--- config.mk ---
export PLATFORM = sky130hd
export DESIGN_NAME = serial_mag_compare
export DESIGN_NICKNAME = d
export VERILOG_FILES = /design/src/rtl/serial_mag_compare.sv
export SDC_FILE = /design/constraint.sdc
export NUM_CORES = 1
export LEC_CHECK = 0
export BUFFER_PORTS_ARGS = -buffer_cell sky130_fd_sc_hd__buf_2
export CAP_MARGIN = 40
export CORE_AREA = 8 8 45 47
export CTS_BUF_LIST = sky130_fd_sc_hd__clkbuf_8
export DETAILED_ROUTE_END_ITERATION = 8
export DIE_AREA = 0 0 53 55
export GPL_TIMING_DRIVEN = 0
export HOLD_SLACK_MARGIN = 0.03
export PLACE_DENSITY = 0.56
export SETUP_SLACK_MARGIN = 0.3
export SYNTH_ARGS = -nofsm -noshare
export SYNTH_HDL_FRONTEND = slang
export SYNTH_SLANG_ARGS = --single-unit
--- constraint.sdc ---
create_clock -name clk -period 3 [get_ports clk]
set_clock_uncertainty 0.15 [all_clocks]
set_input_delay 0.15 -clock clk [delete_from_list [all_inputs] [get_ports clk]]
set_output_delay 0.15 -clock clk [all_outputs]
set_load 0.005 [all_outputs]
--- src/rtl/serial_mag_compare.sv ---
// Serial magnitude comparator: folds per-slice gt/eq/lt flags (MSB slice first) into a word result.
// Optional CMP_EARLY_DONE_EN: finish as soon as the first deciding slice is accepted.
module serial_mag_compare #(
  parameter int NUM_SLICES = 4
) (
  input  logic                          clk,
  input  logic                          rst,
  input  logic                          start,
  input  logic                          slice_valid,
  output logic                          slice_ready,
  input  logic                          gt_in,
  input  logic                          eq_in,
  input  logic                          lt_in,
  output logic                          gt_out,
  output logic                          eq_out,
  output logic                          lt_out,
  output logic                          done,
  output logic                          busy,
  output logic                          err,
  output logic [$clog2(NUM_SLICES)-1:0] slice_idx
);
  localparam int IW = $clog2(NUM_SLICES);
  localparam logic [2:0] RES_EQ = 3'b010;

  typedef enum logic [1:0] {IDLE, ACCUM, DONE} state_t;

  state_t        state_q, state_d;
  logic [2:0]    res_q, res_d;
  logic          err_q, err_d;
  logic [IW-1:0] idx_q, idx_d;

  logic [2:0] flags;
  logic       accept, onehot, decided, last, fin;

  assign flags   = {gt_in, eq_in, lt_in};
  assign accept  = (state_q == ACCUM) && slice_valid;
  assign onehot  = (flags == 3'b100) || (flags == 3'b010) || (flags == 3'b001);
  // A clean gt/lt slice arriving while still equal settles the word result.
  assign decided = onehot && (res_q == RES_EQ) && !eq_in;
  assign last    = (idx_q == IW'(NUM_SLICES - 1));

  always_comb begin
`ifdef CMP_EARLY_DONE_EN
    fin = last || decided;
`else
    fin = last;
`endif
  end

  always_comb begin
    state_d = state_q;
    res_d   = res_q;
    err_d   = err_q;
    idx_d   = idx_q;
    if (start) begin
      // start always wins, including over a slice offered in the same cycle
      state_d = ACCUM;
      res_d   = RES_EQ;
      err_d   = 1'b0;
      idx_d   = '0;
    end else begin
      case (state_q)
        ACCUM: begin
          if (accept) begin
            if (!onehot)      err_d = 1'b1;
            else if (decided) res_d = flags;
            if (fin) begin
              state_d = DONE;
              idx_d   = '0;
            end else begin
              idx_d = idx_q + IW'(1);
            end
          end
        end
        DONE:    state_d = IDLE;
        default: state_d = IDLE;
      endcase
    end
  end

  always_ff @(posedge clk) begin
    if (rst) begin
      state_q <= IDLE;
      res_q   <= RES_EQ;
      err_q   <= 1'b0;
      idx_q   <= '0;
    end else begin
      state_q <= state_d;
      res_q   <= res_d;
      err_q   <= err_d;
      idx_q   <= idx_d;
    end
  end

  assign {gt_out, eq_out, lt_out} = res_q;
  assign err         = err_q;
  assign slice_idx   = idx_q;
  assign busy        = (state_q == ACCUM);
  assign slice_ready = (state_q == ACCUM);
  assign done        = (state_q == DONE);
endmodule
==> results of run 1 <==
-- kinds of logic (layout without fill, tap and decap cells) --
kind of cell / count (synthesis) / count (layout) / share of synthesized area
adder cells (fa/ha/maj): 1 / 1 / 0.0330
buffers and inverters: 3 / 22 / 0.0429
multiplexers: 1 / 1 / 0.0297
AO/OA/AOI/OAI: 7 / 7 / 0.142
flip-flops: 8 / 8 / 0.422
XOR/XNOR: 1 / 1 / 0.0231
AND/OR/NAND/NOR: 19 / 19 / 0.307
-- cell usage after synthesis --
cell type	n	area, µm²
buf_4	1	7.51
nor2_1	6	22.5
dfxtp_1	8	160
or3_1	1	6.26
or2_2	1	6.26
a21oi_1	3	15.0
nand2_1	5	18.8
nor4b_2	1	15.0
xor2_1	1	8.76
buf_2	1	5.00
ha_1	1	12.5
inv_1	1	3.75
mux2_2	1	11.3
o31ai_2	1	12.5
and3b_1	1	8.76
nand3b_4	1	20.0
and3_1	1	6.26
nor2b_1	2	12.5
a41oi_1	3	26.3
-- metal layers --
metal / track usage / wire, µm
met5: 0 / 0
met4: 0.0517 / 23
met3: 0.0294 / 84
met2: 0.0938 / 372
met1: 0.0780 / 441
-- tightest hold or removal path: stages --
cell,delay [ns]
buf_2,0.10
a21oi_1,0.04
nor2_1,0.09
-- per-stage QoR --
step,hold WS [ns],cell area (µm²),power [W]
global placement,0.193,474,0.000139
floorplan,0.0724,379,0.000127
finish,0.0388,526,0.000267
detailed placement,0.193,474,0.000139
CTS,0.0312,526,0.000270
global route,0.0616,526,0.000284
-- layout make-up --
class | instances | area, µm² | area share
inverter | 1 | 3.75 | 0.00714
sequential | 8 | 160 | 0.305
tap | 16 | 20.0 | 0.0381
buffer | 2 | 12.5 | 0.0238
clock buffer | 3 | 41.3 | 0.0786
timing repair buffer | 16 | 85.1 | 0.162
multi-input combinational | 29 | 203 | 0.386
-- cell usage in the layout (no fill, tap or decap), types with 2 or more instances in the layout --
cell | netlist | final
buf_2 | 1 | 16
dfxtp_1 | 8 | 8
nor2_1 | 6 | 6
nand2_1 | 5 | 5
a41oi_1 | 3 | 3
a21oi_1 | 3 | 3
clkbuf_8 | 0 | 3
nor2b_1 | 2 | 2
-- flip-flops by register name, summed over array words and instances (netlist names) --
signal	cells
slice_idx	2
res_q	3
state_q	2
err	1
-- power breakdown --
group          switching, W  leakage (nW)  total (W)  internal, W
Sequential       0.00000198        0.0649   0.000111     0.000109
Combinational     0.0000134         0.170  0.0000271    0.0000136
Clock             0.0000422        0.0216   0.000129    0.0000870
-- worst max path at each step --
| stage | from | end | slack [ns] | cells past startpoint |
|---|---|---|---|---|
| after detailed placement | slice_idx[0] | slice_idx[0] | 1.75 | 3 |
| after global placement | slice_idx[0] | slice_idx[0] | 1.78 | 3 |
| after global routing | rst | err | 1.45 | 5 |
| after CTS | rst | err | 1.53 | 5 |
| after floorplan | slice_idx[0] | slice_idx[0] | 1.82 | 3 |
| final | rst | err | 1.54 | 5 |
-- repair_timing --
item / 4_1_cts / 5_1_grt
endpoints found under the setup margin: 0 / 0
hold endpoints to repair: 1 / 0
hold buffers: 1 / 0
==> flow_metrics.py, run 1 <==
metrics = {
    "worst_setup_path": {
        "r2r_cells": 3,
        "worstPathCellList": "dlygate4sd3_1, buf_2, or2_2, buf_2, o31ai_2",
        "cp_slowest_cell": "dlygate4sd3_1",
        "r2r_slack_ns": 1.74,
        "worstReg2RegStart": "slice_idx[0]",
        "worstPathRequired_ns": 2.99,
        "critPathBufInv": 3,
        "worstSetupPathType": "in -> reg",
        "worst_r2r_endpoint": "slice_idx[0]",
        "slowest_delay_ns": 0.53,
        "crit_path_frequent_cell": "buf_2",
        "startpoint_type": "input pin",
        "critPathMaxFanout": 6,
        "cp-end-kind": "flip-flop",
        "path_delay_family": "buffers and inverters",
        "critPathArrivalTime_ns": 1.45,
    },
    "sta": {
        "tightest_slew_ns": 0.355,
        "final-max-slew-violation-count": 0,
        "setup_viol": 0,
        "slew_headroom": 0.763,
        "fmax_mhz": 684,
        "finalHoldViolations": 0,
        "fin_tns_setup_ns": 0,
        "grt_setup_unrepaired": "no",
        "fin_ws_ns": 1.54,
        "finalCriticalPeriod_ns": 1.46,
        "finalCritPeriodShare": 0.487,
    },
    "die": {
        "num_rows": 14,
        "core_um2": 1380,
        "io_pins": 16,
        "dieArea_um2": 2920,
        "chipHeight_um": 55,
        "start_util": 0.274,
        "die_w_um": 53,
    },
    "power": {
        "pwr_density_cell_nw_per_um2": 508,
        "p_leak_nw": 0.256,
        "peakVddDrop_uv": 189,
    },
    "cts": {
        "cts_sinks": 8,
        "h-tree-depth": 1,
        "numCtsBuffers": 3,
        "tritoncts": "yes",
        "cts_root_buf": "clkbuf_8",
        "cts.clk_slew.worst_paths_ns": 0.04,
        "clockBufferDepth": 2,
        "clock_latency_ns": 0.22,
        "cts.repair.resized": 0,
        "cts_setup_buffers": 0,
    },
    "synth": {
        "yosysWarnings": 0,
        "syn_nets": 48,
        "syn_inst": 40,
        "avgSynthCellArea_um2": 9.48,
        "syn_area_um2": 379,
        "ys_types": 19,
        "seq_area_frac_synth": 0.422,
        "synth_seq_cells": 8,
    },
    "placed_design": {
        "routabilityCongestion": 0.779,
        "numPortBuffers": 15,
        "place_ws_ns": 1.75,
        "hpwl_um": 703,
        "dp_cells": 71,
    },
    "route": {
        "dr.first_iter.drc_count": 2,
        "routed_wl_um": 921,
        "first_pass_iters": 2,
        "ant_nets": 0,
        "wire_per_inst_um": 12.3,
        "remaining_drc_errors": 0,
        "num_vias": 343,
        "viasPerCell": 4.57,
    },
    "grt": {
        "grt_pass1_vias": 342,
        "grt_max_degree": 7,
        "antenna_found_initial": 0,
        "grt_usage": 0.0668,
        "grt_pass1_wl_um": 1420,
        "gr-total-overflow": 0,
    },
    "hold_path": {
        "hold_path_end": "state_q[0]",
        "worstHoldStart": "start",
        "hp-class": "in -> reg",
        "hold_path_depth": 3,
    },
    "layout": {
        "nFillCells": 150,
        "instances_no_fill": 75,
        "drive_above_1_share": 0.424,
        "syn2layout_area_growth_pct": 38.6,
        "nets": 69,
        "diodes": 0,
        "utilization": 0.380,
    },
    "run_status": {
        "status": "completed",
    },
    "flow_run": {
        "drv_cap": 0,
    },
}
Note: power is estimated with default switching activity, not from simulation.
==> run 2, diff against run 1 <==
--- a/config.mk
+++ b/config.mk
@@ -13,7 +13,7 @@
 export DIE_AREA = 0 0 53 55
 export GPL_TIMING_DRIVEN = 0
 export HOLD_SLACK_MARGIN = 0.03
-export PLACE_DENSITY = 0.56
+export PLACE_DENSITY = 0.58
 export SETUP_SLACK_MARGIN = 0.3
 export SYNTH_ARGS = -nofsm -noshare
 export SYNTH_HDL_FRONTEND = slang
==> constraint.sdc (replaced) <==
create_clock -name clk -period 1.3 [get_ports clk]
set_clock_uncertainty 0.15 [all_clocks]
set_input_delay 0.065 -clock clk [delete_from_list [all_inputs] [get_ports clk]]
set_output_delay 0.065 -clock clk [all_outputs]
set_load 0.005 [all_outputs]
==> flow_metrics.py, run 2 (synthesis gave the netlist of run 1 again) <==
metrics = {
    "power": {
        "p_leak_nw": 0.328,
        "power_frac_comb": 0.149,
        "switching_share": 0.226,
        "peakVddDrop_uv": 602,
        "switchingPower_w": 0.000148,
        "clkPwrFrac": 0.464,
        "pwr_density_cell_nw_per_um2": 931,
        "power_frac_seq": 0.387,
        "internal_power_w": 0.000505,
    },
    "hold_path": {
        "hold_path_end": "err",
        "hp-class": "in -> reg",
        "worstHoldStart": "start",
        "hold_path_depth": 4,
    },
    "layout": {
        "regMostFlops": "res_q",
        "largest_reg_flops": 3,
        "instances_no_fill": 84,
        "layout.cells.most_common": "buf_2",
        "diodes": 0,
        "multiInputGateArea_um2": 260,
        "drive_above_1_share": 0.647,
        "register_area_um2": 174,
        "syn2layout_area_growth_pct": 84.8,
        "nets": 78,
        "nFillCells": 133,
        "layout_common_cells": "14 x buf_2, 5 x nor2_1, 5 x buf_6",
    },
    "placed_design": {
        "hpwl_um": 687,
        "place_ws_ns": 0.117,
        "numPortBuffers": 15,
        "dp_cells": 71,
        "routabilityCongestion": 0.664,
    },
    "grt": {
        "grt_pass1_vias": 416,
        "grt_pass1_wl_um": 1690,
        "gr-total-overflow": 0,
        "grt_max_degree": 7,
        "grt_usage": 0.0793,
        "antenna_found_initial": 0,
    },
    "worst_setup_path": {
        "slowest_delay_ns": 0.35,
        "r2r_cells": 3,
        "critPathArrivalTime_ns": 1.17,
        "worstSetupPathType": "reg -> reg",
        "worstPathRequired_ns": 1.31,
        "worst_r2r_endpoint": "slice_idx[0]",
        "startpoint_type": "flip-flop",
        "worstPathCellList": "ha_4, or3_1, a21oi_2",
        "r2r_slack_ns": 0.14,
        "worstReg2RegStart": "slice_idx[0]",
        "critPathMaxFanout": 3,
        "cp_slowest_cell": "or3_1",
        "cp-end-kind": "flip-flop",
    },
    "die": {
        "num_rows": 14,
        "die_w_um": 53,
        "chipHeight_um": 55,
        "start_util": 0.274,
        "core_um2": 1380,
        "dieArea_um2": 2920,
        "io_pins": 16,
    },
    "sta": {
        "grt_setup_unrepaired": "yes",
        "fin_ws_ns": 0.139,
        "finalHoldViolations": 0,
        "finalCritPeriodShare": 0.893,
        "final-max-slew-violation-count": 0,
        "finalCriticalPeriod_ns": 1.16,
        "fin_hold_ws_ns": 0.00398,
        "slew_headroom": 0.804,
        "setup_viol": 0,
        "fin_tns_setup_ns": 0,
        "tightest_slew_ns": 0.293,
        "fmax_mhz": 861,
    },
    "cts": {
        "h-tree-depth": 1,
        "cts_root_buf": "clkbuf_8",
        "numCtsBuffers": 3,
        "cts_sinks": 8,
        "cts.clk_slew.worst_paths_ns": 0.04,
        "tritoncts": "yes",
        "clockBufferDepth": 2,
        "cts_hold_buffers": 5,
        "clock_latency_ns": 0.23,
    },
    "route": {
        "wire_per_inst_um": 12.2,
        "viasPerCell": 4.69,
        "ant_nets": 0,
        "routed_wl_um": 1030,
        "first_pass_iters": 2,
        "num_vias": 394,
        "remaining_drc_errors": 0,
        "dr.first_iter.drc_count": 1,
    },
    "run_status": {
        "status": "completed",
    },
    "flow_run": {
        "drv_cap": 0,
    },
}
[run 2: worst max-delay path by stage]
| stage | from | to | slack, ns |
|---|---|---|---|
| CTS | slice_idx[0] | slice_idx[0] | 0.14 |
| detailed placement | state_q[1] | slice_idx[0] | 0.12 |
| global placement | state_q[1] | slice_idx[0] | 0.13 |
| finish | slice_idx[0] | slice_idx[0] | 0.14 |
| global route | res_q[2] | res_q[2] | 0.10 |
| floorplan | state_q[1] | slice_idx[0] | 0.16 |
[run 2: power groups by stage]
stage / Sequential, W / Clock, W / Combinational [W]
6_report: 0.000253 / 0.000303 / 0.0000974
2_1_floorplan: 0.000260 / 0 / 0.0000377
3_3_place_gp: 0.000261 / 0 / 0.0000646
5_1_grt: 0.000253 / 0.000321 / 0.000107
4_1_cts: 0.000255 / 0.000308 / 0.0000915
3_5_place_dp: 0.000261 / 0 / 0.0000648
[run 2: layer usage]
metal / up-vias / part of all wire / GRT usage
li1: 196 / - / -
met1: 183 / 0.44 / 0.0791
met2: 13 / 0.48 / 0.133
met3: 2 / 0.054 / 0.0267
met4: 0 / 0.020 / 0.0647
met5: - / 0 / 0
[run 2: through the flow]
stage               power (W)  cell area [µm²]  utilization
floorplan            0.000298              405            -
global placement     0.000325              500        0.362
detailed placement   0.000326              500        0.362
CTS                  0.000654              672        0.486
global route         0.000681              701        0.506
finish               0.000652              701        0.506
[run 2: repair_timing]
action / in CTS / in global routing
endpoints found under the hold margin: 4 / 1
pin swaps: 8 / 0
setup endpoints to repair: 10 / 14
buffers inserted: 5 / 0
gates resized for setup: 9 / 8
[run 2: area by class of cell]
type	count	area share
flip-flops and latches	8	0.248
clock buffers	3	0.0589
well taps	16	0.0286
plain buffers	2	0.0232
inverters	1	0.00536
multi-input cells	29	0.371
repair buffers	25	0.264
[run 2: worst max-delay path: cells and delay by family, from the launching register on]
| kind | cells | cell delay [ns] |
|---|---|---|
| flip-flops | 1 | 0.33 |
| adder cells (fa/ha/maj) | 1 | 0.15 |
| AND/OR/NAND/NOR | 1 | 0.35 |
| AO/OA/AOI/OAI | 1 | 0.11 |
==> run 3, diff against run 2 <==
==> constraint.sdc (replaced) <==
create_clock -name clk -period 1.3 [get_ports clk]
set_clock_uncertainty 0.15 [all_clocks]
set_input_delay 0.26 -clock clk [delete_from_list [all_inputs] [get_ports clk]]
set_output_delay 0.26 -clock clk [all_outputs]
set_load 0.005 [all_outputs]
==> flow_metrics.py, run 3 (synthesis gave the netlist of run 1 again) <==
metrics = {
    "flow_run": {
        "drv_cap": 0,
    },
    "sta": {
        "fin_hold_ws_ns": 0.0552,
        "slew_headroom": 0.783,
        "setup_viol": 1,
        "finalHoldViolations": 0,
        "fin_ws_ns": -0.00880,
        "grt_setup_unrepaired": "yes",
        "final-max-slew-violation-count": 0,
        "fin_tns_setup_ns": -0.00880,
        "fmax_mhz": 764,
        "finalCriticalPeriod_ns": 1.31,
        "tightest_slew_ns": 0.324,
        "finalCritPeriodShare": 1.01,
    },
    "die": {
        "core_um2": 1380,
        "start_util": 0.274,
        "chipHeight_um": 55,
        "die_w_um": 53,
        "dieArea_um2": 2920,
        "num_rows": 14,
        "io_pins": 16,
    },
    "placed_design": {
        "dp_cells": 71,
        "place_area_um2": 519,
        "routabilityCongestion": 0.617,
        "hpwl_um": 698,
        "numPortBuffers": 15,
    },
    "cts": {
        "cts_root_buf": "clkbuf_8",
        "cts_hold_buffers": 0,
        "clockBufferDepth": 2,
        "cts.clk_slew.worst_paths_ns": 0.04,
        "cts_sinks": 8,
        "h-tree-depth": 1,
        "numCtsBuffers": 3,
        "tritoncts": "yes",
        "clock_latency_ns": 0.23,
    },
    "run_status": {
        "failed_checks": "negative setup slack",
        "status": "complete, but fails checks",
    },
    "grt": {
        "grt_pass1_vias": 393,
        "grt_pass1_wl_um": 1580,
        "gr-total-overflow": 0,
        "antenna_found_initial": 0,
        "grt_usage": 0.0740,
        "grt_max_degree": 7,
    },
    "route": {
        "first_pass_iters": 2,
        "ant_nets": 0,
        "wire_per_inst_um": 12.9,
        "dr.first_iter.drc_count": 1,
        "num_vias": 361,
        "viasPerCell": 4.81,
        "routed_wl_um": 966,
        "remaining_drc_errors": 0,
    },
    "worst_setup_path": {
        "worstPathRequired_ns": 0.89,
        "worstPathCellList": "nor2b_4, buf_6, buf_6",
        "startpoint_type": "flip-flop",
        "critPathMaxFanout": 3,
        "critPathBufInv": 2,
        "worstSetupPathType": "reg -> out",
        "r2r_cells": 4,
        "cp-end-kind": "primary output",
        "slowest_delay_ns": 0.34,
        "path_delay_family": "flip-flops",
        "r2r_slack_ns": 0.08,
        "cp.depth": 3,
        "cp_slowest_cell": "dfxtp_4",
        "crit_path_frequent_cell": "buf_6",
        "critPathArrivalTime_ns": 0.90,
    },
    "power": {
        "p_leak_nw": 0.299,
        "switching_share": 0.236,
        "clkPwrFrac": 0.474,
        "switchingPower_w": 0.000154,
        "power_frac_comb": 0.150,
        "internal_power_w": 0.000499,
        "pwr_density_cell_nw_per_um2": 935,
        "power_frac_seq": 0.376,
        "peakVddDrop_uv": 619,
    },
    "layout": {
        "instances_no_fill": 75,
        "regMostFlops": "res_q",
        "largest_reg_flops": 3,
        "drive_above_1_share": 0.780,
        "layout_common_cells": "9 x buf_6, 6 x nor2_1, 6 x buf_2, 6 x dfxtp_4",
        "nets": 69,
        "diodes": 0,
        "nFillCells": 123,
        "layout.cells.most_common": "buf_6",
        "design_area_um2": 698,
        "syn2layout_area_growth_pct": 84.2,
    },
    "hold_path": {
        "hp-class": "in -> reg",
        "hold_path_depth": 2,
    },
}
-- run 3: cell types whose count changed in the layout (fill, tap and decap cells not counted), sizes merged --
cell	before	now
buf	22	18
dlymetal6s4s	1	0
dlygate4sd3	4	0
-- run 3: worst paths after layout --
check                                    to        from
worst min register to register          err         err
worst min-delay path             state_q[0]         rst
worst max-delay path            slice_ready  state_q[0]
worst max register to register     res_q[0]  state_q[0]
-- run 3: worst reg2reg max path, delay by kind of cell (launching register included) --
kind	cells	cell delay [ns]
simple gates	2	0.31
compound gates	1	0.18
buf+inv	1	0.14
flops	1	0.34
-- run 3: routing by layer --
layer | part of all wire | vias up | wire length [µm] | track usage
met2 | 0.48 | 16 | 468 | 0.125
li1 | - | 178 | - | -
met3 | 0.11 | 2 | 103 | 0.0481
met1 | 0.40 | 165 | 383 | 0.0674
met5 | 0 | - | 0 | 0
met4 | 0.011 | 0 | 11 | 0.0388
-- run 3: area by class of cell --
type	instances	area (µm²)	share of cell area
inverters	1	3.75	0.00538
repair buffers	16	139	0.199
well taps	16	20.0	0.0287
flip-flops and latches	8	185	0.265
clock buffers	3	41.3	0.0591
multi-input cells	29	287	0.410
plain buffers	2	22.5	0.0323
-- run 3: power by group through the flow --
stage / sequential, W / combinational [W] / clock (W)
5_1_grt: 0.000246 / 0.000107 / 0.000335
4_1_cts: 0.000251 / 0.0000859 / 0.000319
6_report: 0.000246 / 0.0000978 / 0.000309
3_5_place_dp: 0.000261 / 0.0000708 / 0
2_1_floorplan: 0.000260 / 0.0000430 / 0
3_3_place_gp: 0.000261 / 0.0000706 / 0
-- run 3: metrics by stage --
step                      worst slack, ns  utilization  total power (W)
after floorplan                     0.151            -         0.000303
after global placement             0.0550        0.375         0.000331
after detailed placement           0.0295        0.375         0.000332
after CTS                         -0.0152        0.449         0.000655
after global routing              -0.0613        0.505         0.000688
final                            -0.00880        0.505         0.000653
-- run 3: repair_timing --
item                                    4_1_cts  5_1_grt
cloned                                        0        0
pin swaps                                     5        4
endpoints found under the setup margin       17       17
buffers inserted                              1        0
resized for setup                            13       19
